<file path="config.mk">
export PLATFORM = sky130hd
export DESIGN_NAME = ripple_count_capture
export DESIGN_NICKNAME = d
export VERILOG_FILES = /design/src/rtl/ripple_cnt_pkg.sv /design/src/rtl/sync_2ff.sv /design/src/rtl/ripple_count_capture.sv
export SDC_FILE = /design/constraint.sdc
export NUM_CORES = 1
export LEC_CHECK = 0
export ABC_AREA = 1
export CAP_MARGIN = 20
export CORE_ASPECT_RATIO = 0.9
export CORE_MARGIN = 2
export CORE_UTILIZATION = 55
export DETAILED_ROUTE_END_ITERATION = 16
export MAX_ROUTING_LAYER = met4
export PLACE_DENSITY = 0.89
export SLEW_MARGIN = 20
export SYNTH_ARGS = -nofsm -noshare
export SYNTH_HDL_FRONTEND = slang
export SYNTH_SLANG_ARGS = --single-unit
</file>
<file path="constraint.sdc">
create_clock -name clk -period 3.5 [get_ports clk]
set_input_delay 1.05 -clock clk [delete_from_list [all_inputs] [get_ports clk]]
set_output_delay 1.05 -clock clk [all_outputs]
set_load 0.01 [all_outputs]
</file>
<file path="src/rtl/ripple_cnt_pkg.sv">
// ----------------------------------------------------------------------------
// ripple_cnt_pkg
//  Shared definitions for the ripple counter capture block.
//  - State encoding for the capture FSM (IDLE / SETTLE / HOLD).
//  - next_count(): increment modulo 2^width, used by both the wrap detector
//    and the optional step checker so they agree on what "next" means.
// ----------------------------------------------------------------------------
package ripple_cnt_pkg;

  localparam logic [1:0] ST_IDLE   = 2'd0;
  localparam logic [1:0] ST_SETTLE = 2'd1;
  localparam logic [1:0] ST_HOLD   = 2'd2;

  typedef enum logic [1:0] {
    IDLE   = ST_IDLE,
    SETTLE = ST_SETTLE,
    HOLD   = ST_HOLD
  } state_t;

  // Increment modulo 2^width; callers truncate the result to their bus width.
  function automatic logic [31:0] next_count(input logic [31:0] value,
                                             input int unsigned width);
    logic [31:0] mask;
    mask = (width >= 32) ? '1 : ((32'd1 << width) - 32'd1);
    return (value + 32'd1) & mask;
  endfunction

endpackage

</file>
<file path="src/rtl/sync_2ff.sv">
// ----------------------------------------------------------------------------
// sync_2ff
//  Two-flop synchroniser for a WIDTH-bit bus. Each bit is synchronised
//  independently; multi-bit coherence is restored downstream by requiring
//  the synchronised value to be stable for several cycles.
// Ports
//  clk    in   1      destination clock, rising edge
//  rst_n  in   1      asynchronous active-low reset
//  d      in   WIDTH  asynchronous input bus
//  q      out  WIDTH  synchronised bus (2 cycles latency)
// ----------------------------------------------------------------------------
module sync_2ff #(
  parameter int WIDTH = 4
) (
  input  logic             clk,
  input  logic             rst_n,
  input  logic [WIDTH-1:0] d,
  output logic [WIDTH-1:0] q
);

  logic [WIDTH-1:0] s1;

  always_ff @(posedge clk or negedge rst_n) begin
    if (!rst_n) begin
      s1 <= '0;
      q  <= '0;
    end else begin
      s1 <= d;
      q  <= s1;
    end
  end

endmodule

</file>
<file path="src/rtl/ripple_count_capture.sv">
// ----------------------------------------------------------------------------
// ripple_count_capture
//  Captures the output of an asynchronous ripple counter into the clk domain.
//  The bus is synchronised, then a value is committed to cnt_out only after
//  it has been seen unchanged for STABLE_CYCLES consecutive samples, so ripple
//  glitches never propagate. Each commit gives a one-cycle cnt_valid pulse;
//  max->0 commits are counted as wraps in a saturating counter.
// Ports
//  clk         in   1       system clock, rising edge
//  rst         in   1       asynchronous active-low reset
//  cnt_in      in   WIDTH   raw ripple counter bus (asynchronous)
//  clear       in   1       synchronous clear of wrap_count, wrap_sat, step_err
//  cnt_out     out  WIDTH   last committed stable value
//  cnt_valid   out  1       one-cycle pulse when cnt_out is updated
//  wrap_pulse  out  1       one-cycle pulse with cnt_valid on a max->0 commit
//  wrap_count  out  WRAP_W  saturating wrap counter
//  wrap_sat    out  1       sticky, wrap_count reached all-ones
//  step_err    out  1       sticky, non-incrementing commit seen
// Configuration
//  RIPPLE_STEP_CHECK_EN : when defined, builds the step checker driving
//  step_err; otherwise step_err is constant 0.
// ----------------------------------------------------------------------------
module ripple_count_capture
  import ripple_cnt_pkg::*;
#(
  parameter int WIDTH         = 4,
  parameter int STABLE_CYCLES = 2,
  parameter int WRAP_W        = 8
) (
  input  logic              clk,
  input  logic              rst,
  input  logic [WIDTH-1:0]  cnt_in,
  input  logic              clear,
  output logic [WIDTH-1:0]  cnt_out,
  output logic              cnt_valid,
  output logic              wrap_pulse,
  output logic [WRAP_W-1:0] wrap_count,
  output logic              wrap_sat,
  output logic              step_err
);

  localparam int SW = $clog2(STABLE_CYCLES + 1);

  logic [WIDTH-1:0]  s2;
  logic [WIDTH-1:0]  cand;
  logic [WIDTH-1:0]  cand_nxt;
  logic [SW-1:0]     stab_cnt;
  logic [SW-1:0]     stab_nxt;
  logic [1:0]        fill;
  logic              stable;
  state_t            state;
  state_t            state_nxt;
  logic              commit;
  logic              first;
  logic [WIDTH-1:0]  cnt_inc;
  logic              wrap_hit;
  logic [WRAP_W-1:0] wrap_count_nxt;

  sync_2ff #(.WIDTH(WIDTH)) u_sync (
    .clk   (clk),
    .rst_n (rst),
    .d     (cnt_in),
    .q     (s2)
  );

  // Stability tracking. While the synchroniser is still flushing its reset
  // zeros (fill not yet full) nothing is counted, so the reset value of the
  // sync flops can never be mistaken for a real counter value. Decisions use
  // the next-state values so the commit lands on the edge where the count
  // reaches STABLE_CYCLES.
  always_comb begin
    cand_nxt = s2;
    stab_nxt = '0;
    if (fill[1]) begin
      if (s2 != cand)
        stab_nxt = SW'(1);
      else if (stab_cnt == SW'(STABLE_CYCLES))
        stab_nxt = stab_cnt;
      else
        stab_nxt = stab_cnt + SW'(1);
    end
  end

  assign stable = (stab_nxt == SW'(STABLE_CYCLES));

  always_ff @(posedge clk or negedge rst) begin
    if (!rst) begin
      fill     <= '0;
      cand     <= '0;
      stab_cnt <= '0;
      state    <= IDLE;
    end else begin
      fill     <= {fill[0], 1'b1};
      cand     <= cand_nxt;
      stab_cnt <= stab_nxt;
      state    <= state_nxt;
    end
  end

  // Capture FSM. HOLD may commit directly when STABLE_CYCLES is 1, since the
  // new value is already stable on the same edge that reveals the change.
  always_comb begin
    state_nxt = state;
    commit    = 1'b0;
    first     = 1'b0;
    case (state)
      IDLE: begin
        if (stable) begin
          commit    = 1'b1;
          first     = 1'b1;
          state_nxt = HOLD;
        end
      end
      HOLD: begin
        if (s2 != cnt_out) begin
          if (stable)
            commit = 1'b1;
          else
            state_nxt = SETTLE;
        end
      end
      SETTLE: begin
        if (cand_nxt == cnt_out) begin
          state_nxt = HOLD;
        end else if (stable) begin
          commit    = 1'b1;
          state_nxt = HOLD;
        end
      end
      default: state_nxt = IDLE;
    endcase
  end

  // A wrap is exactly a commit where the new value is the successor of the
  // old one and that successor is zero.
  assign cnt_inc  = WIDTH'(next_count(32'(cnt_out), WIDTH));
  assign wrap_hit = commit && !first && (cand_nxt == cnt_inc) && (cand_nxt == '0);

  always_comb begin
    wrap_count_nxt = wrap_count;
    if (clear)
      wrap_count_nxt = '0;
    else if (wrap_hit && (wrap_count != '1))
      wrap_count_nxt = wrap_count + WRAP_W'(1);
  end

  always_ff @(posedge clk or negedge rst) begin
    if (!rst) begin
      cnt_out    <= '0;
      cnt_valid  <= 1'b0;
      wrap_pulse <= 1'b0;
      wrap_count <= '0;
      wrap_sat   <= 1'b0;
    end else begin
      cnt_valid  <= commit;
      wrap_pulse <= wrap_hit;
      wrap_count <= wrap_count_nxt;
      wrap_sat   <= clear ? 1'b0 : (wrap_sat | (&wrap_count_nxt));
      if (commit)
        cnt_out <= cand_nxt;
    end
  end

`ifdef RIPPLE_STEP_CHECK_EN
  logic step_bad;

  assign step_bad = commit && !first && (cand_nxt != cnt_inc);

  always_ff @(posedge clk or negedge rst) begin
    if (!rst)
      step_err <= 1'b0;
    else if (clear)
      step_err <= 1'b0;
    else if (step_bad)
      step_err <= 1'b1;
  end
`else
  assign step_err = 1'b0;
`endif

endmodule
</file>
==> metrics.yaml, run 1 <==
r2r-start: "cnt_out[0]$_DFFE_PN0N_"
cts_tree: "yes"
die-height_um: 55.3
dr.pass1.iters: 4
antenna_found_initial: 0
layout.cells.most_common_list: "nand2_1, inv_1, dfrtp_1"
max_clock_freq_mhz: 416
hp-class: "flip-flop to flip-flop"
worstHoldStart: "u_sync.s1[2]$_DFF_PN0_"
via_per_inst: 4.69
ant_nets: 0
hpwl_mm: 1.96
synth_seq_area_share_pct: 51.4
rsz0062_at_grt: "no"
finalSetupViolations: 0
std_cell_rows: 18
synth_cells: 197
clock_path_buffers: 2
placed_cell_area_mm2: 0.00186
syn_area_mm2: 0.00161
cts_root_buffer: "clkbuf_4"
top_layer_used: "met4"
drc: 0
leakage_uw: 0.000963
postCtsHoldBufs: 0
place_congestion: 0.852
grt_pass1_wl_mm: 4.77
dieArea_mm2: 0.00337
syn-num-nets: 207
grt.total_usage_pct: 19.6
cts_buffers: 5
place_inst: 257
min_period_over_period_pct: 68.7
max-cap-violations: 0
rr_worst_depth: 11
final_common_cell: "nand2_1"
fillers: 217
slew_viol_final: 0
crit_fanout: 5
num_antenna_cells: 0
reg2reg_slack_ns: 1.26
min_to: "u_sync.q[2]$_DFF_PN0_"
stdcell_count: 265
post_cts_resized: 0
ir_drop_mv: 0.270
worstSkewPairLatency_ns: 0.33
status: "finished clean"
wl_per_cell_um: 10.2
power_per_cell_area_mw_per_mm2: 413
synth_seq_cells: 33
num_vias: 1244
clock-sinks: 33
htreeDepth: 2
grt_pass1_vias: 1111
required_ns: 2.45
start_util_pct: 58.0
drtIter0Drc: 44
timing.hold.ws_ns: 0.355
die_width_um: 61.0
routed_wl_mm: 2.70
syn_to_final_growth_pct: 20.2
crit_chain: "clkdlybuf4s50_1"
core_mm2: 0.00277
io_pins: 23
final_hold_viol_count: 0
wl_met1_mm: 1.37
dr_wl_met2_mm: 1.16
dr_wl_met3_um: 119
rr_endpoint: "wrap_sat$_DFF_PN0_"
syn_area_per_cell_um2: 8.16
max_stage_delay_ns: 0.57
fin_skew_ns: 0.0156
io_buffers: 21
critPathTopFamily: "buffers and inverters"
ys_warn_count: 0
end_kind: "output pin"
start_kind: "flip-flop"
layout-drive-gt1-share_pct: 12.9
worst-path-buf-inv: 1
final.setup.tns_ns: 0
synth_cell_types: 24
cpMaxStageDelayCell: "clkdlybuf4s50_1"
clk_pin_slew_worst_paths_ns: 0.11
criticalPathCategory: "flip-flop to output pin"
cts_setup_buffers: 0
grt_overflow: 0
hold_depth: 0
cp.arrival_ns: 1.36
nets: 234
period_minus_slack_ns: 2.41
design_area_mm2: 0.00193
grt_max_degree: 34
layer usage:
layer | vias to the layer above | track usage [%]
met5 | - | -
met4 | 0 | 8.70
met3 | 6 | 4.92
met2 | 37 | 25.2
met1 | 557 | 29.1
li1 | 644 | -
layout make-up:
type	instances	area [µm²]	area share, %
clock buffers	7	65.1	3.37
clock inverters	1	5.00	0.259
flip-flops and latches	33	826	42.7
repair buffers	22	218	11.3
multi-input cells	119	608	31.5
inverters	43	161	8.35
well taps	40	50.0	2.59
sequential cells by signal (all words and copies together), names as in the netlist:
name	cells
wrap_pulse	1
state	2
cnt_valid	1
wrap_sat	1
wrap_count	8
stab_cnt	2
cnt_out	4
fill	2
cand	4
u_sync.s1	4
u_sync.q	4
through the flow:
step                      total power [µW]  worst slack, ns  utilization (%)
after floorplan                        509             1.52                -
after global placement                 556             1.23             67.3
after detailed placement               562             1.15             67.3
after CTS                              806             1.09             69.8
after global routing                   839             1.05             69.8
final                                  798             1.09             69.8
Yosys cell counts:
cell type	number	area (µm²)
a2111oi_0	1	8.76
a21oi_1	1	5.00
a21oi_2	1	8.76
buf_2	1	5.00
buf_4	1	7.51
conb_1	2	7.51
dfrtp_1	33	826
ha_1	3	37.5
inv_1	38	143
inv_2	5	18.8
nand2_1	52	195
nand2_2	3	18.8
nand3_1	13	65.1
nand3_2	1	10.0
nand3b_1	1	7.51
nand4_1	5	31.3
nand4_2	1	12.5
nand4_4	1	21.3
nor2_1	17	63.8
nor2_2	4	25.0
nor2_4	4	45.0
nor3_1	3	15.0
o21ai_0	5	25.0
o21ai_1	1	5.00
power by group:
| part | internal (µW) | switching [µW] | total (µW) |
|---|---|---|---|
| Clock | 116 | 128 | 244 |
| Sequential | 408 | 21.8 | 429 |
| Combinational | 53.0 | 71.3 | 124 |
kinds of logic (layout without fill, tap and decap cells):
family,Yosys count,after routing,synth area share [%]
other,2,2,0.467
adder cells (fa/ha/maj),3,3,2.33
AND/OR/NAND/NOR,105,105,31.8
flip-flops,33,33,51.4
AO/OA/AOI/OAI,9,9,3.27
buffers and inverters,45,73,10.8
worst max path at each step:
| stage | from | cells past startpoint | endpoint |
|---|---|---|---|
| 6_report | cnt_out[1]$_DFFE_PN0N_ | 1 | cnt_out[1] |
| 5_1_grt | cnt_out[0]$_DFFE_PN0N_ | 13 | wrap_sat$_DFF_PN0_ |
| 4_1_cts | cnt_out[1]$_DFFE_PN0N_ | 1 | cnt_out[1] |
| 3_5_place_dp | clear | 8 | wrap_sat$_DFF_PN0_ |
| 3_3_place_gp | clear | 8 | wrap_sat$_DFF_PN0_ |
| 2_1_floorplan | cnt_out[0]$_DFFE_PN0N_ | 13 | wrap_sat$_DFF_PN0_ |
(Power assumes the default switching activity.)
==> run 2: changes to the inputs <==
--- a/config.mk
+++ b/config.mk
@@ -9,10 +9,10 @@
 export CAP_MARGIN = 20
 export CORE_ASPECT_RATIO = 0.9
 export CORE_MARGIN = 2
-export CORE_UTILIZATION = 55
+export CORE_UTILIZATION = 48
 export DETAILED_ROUTE_END_ITERATION = 16
 export MAX_ROUTING_LAYER = met4
-export PLACE_DENSITY = 0.89
+export PLACE_DENSITY = 0.83
 export SLEW_MARGIN = 20
 export SYNTH_ARGS = -nofsm -noshare
 export SYNTH_HDL_FRONTEND = slang
==> constraint.sdc (replaced) <==
create_clock -name clk -period 2 [get_ports clk]
set_input_delay 0.6 -clock clk [delete_from_list [all_inputs] [get_ports clk]]
set_output_delay 0.6 -clock clk [all_outputs]
set_load 0.01 [all_outputs]
==> run 2 against run 1 <==
Wire length is 41% higher. Power is 110% higher. First-iteration DRC count is 43% higher. Non-clock buffer count is 17 higher. Critical path depth is 16 higher. Die area is 14% higher. The flow now finishes with violations (negative setup slack). Worst setup slack worse by 1.4 ns. Hold slack worse by 0.0072 ns. Global-route usage is 1.7 points higher. Register-to-register slack worse by 1.5 ns. Combinational power is 120% higher. Sequential power is 75% higher.
==> metrics.yaml, run 2 (synthesis gave the netlist of run 1 again) <==
drc: 0  # unchanged
die-height_um: 58.9  # was 55.3 µm
cp.arrival_ns: 2.50  # was 1.36 ns
grt_pass1_vias: 1278  # was 1111
antenna_found_initial: 0  # unchanged
dieArea_mm2: 0.00383  # was 0.00337 mm²
clock-sinks: 33  # unchanged
criticalPathCategory: "flip-flop to flip-flop"  # was flip-flop to output pin
violations: "negative setup slack"
cts_buffers: 5  # unchanged
path_common_cell: "nand2_1"
leakage_uw: 0.00109  # was 0.000963 µW
power_per_cell_area_mw_per_mm2: 757  # was 413 mW/mm²
cpMaxStageDelayCell: "dfrtp_1"  # was clkdlybuf4s50_1
htreeDepth: 2  # unchanged
place_congestion: 1.01  # was 0.852
wl_per_cell_um: 13.4  # was 10.2 µm
clock_path_buffers: 2  # unchanged
crit_cells: 17  # was 1
io_pins: 23  # unchanged
crit_fanout: 7  # was 5
die_width_um: 65.0  # was 61.0 µm
worst-path-buf-inv: 3  # was 1
ant_nets: 0  # unchanged
regMostFlops: "wrap_count"  # unchanged
ir_drop_mv: 0.843  # was 0.270 mV
crit_start: "cnt_out[1]$_DFFE_PN0N_"  # unchanged
layout_setup_ws_ns: -0.284  # was 1.09 ns
max_stage_delay_ns: 0.42  # was 0.57 ns
min_period_over_period_pct: 114
fin_skew_ns: 0.0117  # was 0.0156 ns
crit_chain: "buf_4, buf_4, inv_2, nand2_1, nand2_1, nor2_1, nand3_1, nand2_2, nor2_4, nand4_1, nand2_1, nand2_1, nor2_2, nand2_1, nor2_1, nand2_1, a21oi_2"  # was clkdlybuf4s50_1
num_antenna_cells: 0  # unchanged
total_power_uw: 1650  # was 798 µW
drtIter0Drc: 63  # was 44
hpwl_mm: 2.32  # was 1.96 mm
max-cap-violations: 0  # unchanged
layout.cells.most_common_list: "nand2_1, inv_1, dfrtp_1"  # unchanged
grt_overflow: 0  # unchanged
slew_viol_final: 0  # unchanged
period_minus_slack_ns: 2.28
final_common_cell: "nand2_1"  # unchanged
core_mm2: 0.00311  # was 0.00277 mm²
rsz0062_at_grt: "yes"  # was no
cts_tree: "yes"  # unchanged
via_per_inst: 4.97  # was 4.69
dpl_worst_slack_ns: -0.0552  # was 1.15 ns
critPathTopFamily: "simple AND/OR/NAND/NOR gates"  # was buffers and inverters
grt.total_usage_pct: 21.3  # was 19.6%
num_vias: 1411  # was 1244
required_ns: 2.22  # was 2.45 ns
rr_worst_depth: 17  # was 11
grt_pass1_wl_mm: 5.89  # was 4.77 mm
clk_pin_slew_worst_paths_ns: 0.08  # was 0.11 ns
finalSetupViolations: 4  # was 0
layout-drive-gt1-share_pct: 24.4  # was 12.9%
max_clock_freq_mhz: 438
status: "complete, but fails checks"  # was finished clean
end_kind: "flip-flop"  # was output pin
reg2reg_slack_ns: -0.28  # was 1.26 ns
nets: 251  # was 234
rr_endpoint: "wrap_sat$_DFF_PN0_"  # unchanged
grt_max_degree: 34  # unchanged
largest_reg_flops: 8  # unchanged
syn_to_final_growth_pct: 36.0  # was 20.2%
final_hold_viol_count: 0  # unchanged
hp-class: "flip-flop to flip-flop"  # unchanged
dr.pass1.iters: 4  # unchanged
start_util_pct: 51.6  # was 58.0%
crit_end: "wrap_sat$_DFF_PN0_"  # was cnt_out[1]
stdcell_count: 284  # was 265
std_cell_rows: 19  # was 18
start_kind: "flip-flop"  # unchanged
worstSkewPairLatency_ns: 0.29  # was 0.33 ns
postCtsHoldBufs: 0  # unchanged
routed_wl_mm: 3.81  # was 2.70 mm
io_buffers: 21  # unchanged
cts_root_buffer: "clkbuf_8"  # was clkbuf_4
place_inst: 267  # was 257
r2r-start: "cnt_out[1]$_DFFE_PN0N_"  # was cnt_out[0]$_DFFE_PN0N_
-- run 2: cell count changes in the layout (fill, tap and decap cells not counted), moves of 2 or more --
cell,delta
buf_4,+15
buf_6,+2
clkbuf_4,-5
clkbuf_8,+3
clkdlybuf4s50_1,-2
dlymetal6s2s_1,+2
nand2_1,-2
nand2_2,+2
nand3_1,-5
nand3_2,+5
nor2_1,-2
nor2_2,+2
-- run 2: worst min path at each step --
stage / endpoint / cells past startpoint / start / slack, ns
2_1_floorplan: cand[0]$_DFF_PN0_ / 0 / rst / 0.30
3_3_place_gp: u_sync.q[2]$_DFF_PN0_ / 0 / u_sync.s1[2]$_DFF_PN0_ / 0.33
3_5_place_dp: u_sync.q[2]$_DFF_PN0_ / 0 / u_sync.s1[2]$_DFF_PN0_ / 0.34
4_1_cts: u_sync.q[2]$_DFF_PN0_ / 0 / u_sync.s1[2]$_DFF_PN0_ / 0.36
5_1_grt: u_sync.q[3]$_DFF_PN0_ / 0 / u_sync.s1[3]$_DFF_PN0_ / 0.37
6_report: u_sync.q[3]$_DFF_PN0_ / 0 / u_sync.s1[3]$_DFF_PN0_ / 0.35
-- run 2: layout make-up --
cell class | instances | area (µm²)
Multi-Input combinational cell | 119 | 673
Inverter | 43 | 161
Clock buffer | 5 | 68.8
Tap cell | 42 | 52.6
Fill cell | 232 | 928
Clock inverter | 3 | 46.3
Sequential cell | 33 | 826
Timing Repair Buffer | 39 | 358
-- run 2: through the flow --
step | cell area (µm²) | hold slack (ns) | setup TNS (ns) | util, %
final | 2190 | 0.348 | -0.343 | 70.2
after global routing | 2190 | 0.367 | -1.11 | 70.2
after CTS | 2060 | 0.357 | -0.118 | 66.3
after detailed placement | 1930 | 0.340 | -0.0552 | 61.8
after global placement | 1930 | 0.333 | -0.00802 | 61.8
after floorplan | 1610 | 0.304 | 0 | -
-- run 2: repair_timing --
action / CTS / global route
pin swaps: 2 / 8
endpoints found under the setup margin: 1 / 2
resized for setup: 0 / 19
setup buffers: 3 / 6
-- run 2: routing by layer --
layer | up-vias | part of all wire (%) | GRT usage, %
met2 | 58 | 48 | 32.0
met4 | 0 | 2.3 | 7.29
met1 | 660 | 44 | 28.2
met3 | 10 | 5.1 | 5.74
met5 | - | 0 | -
li1 | 683 | - | -
-- run 2: report_power, final --
group / total [µW] / leakage, µW / switching (µW) / internal (µW)
clock: 629 / 0.0000543 / 256 / 373
sequential: 751 / 0.000422 / 36.9 / 714
combinational: 275 / 0.000617 / 157 / 117
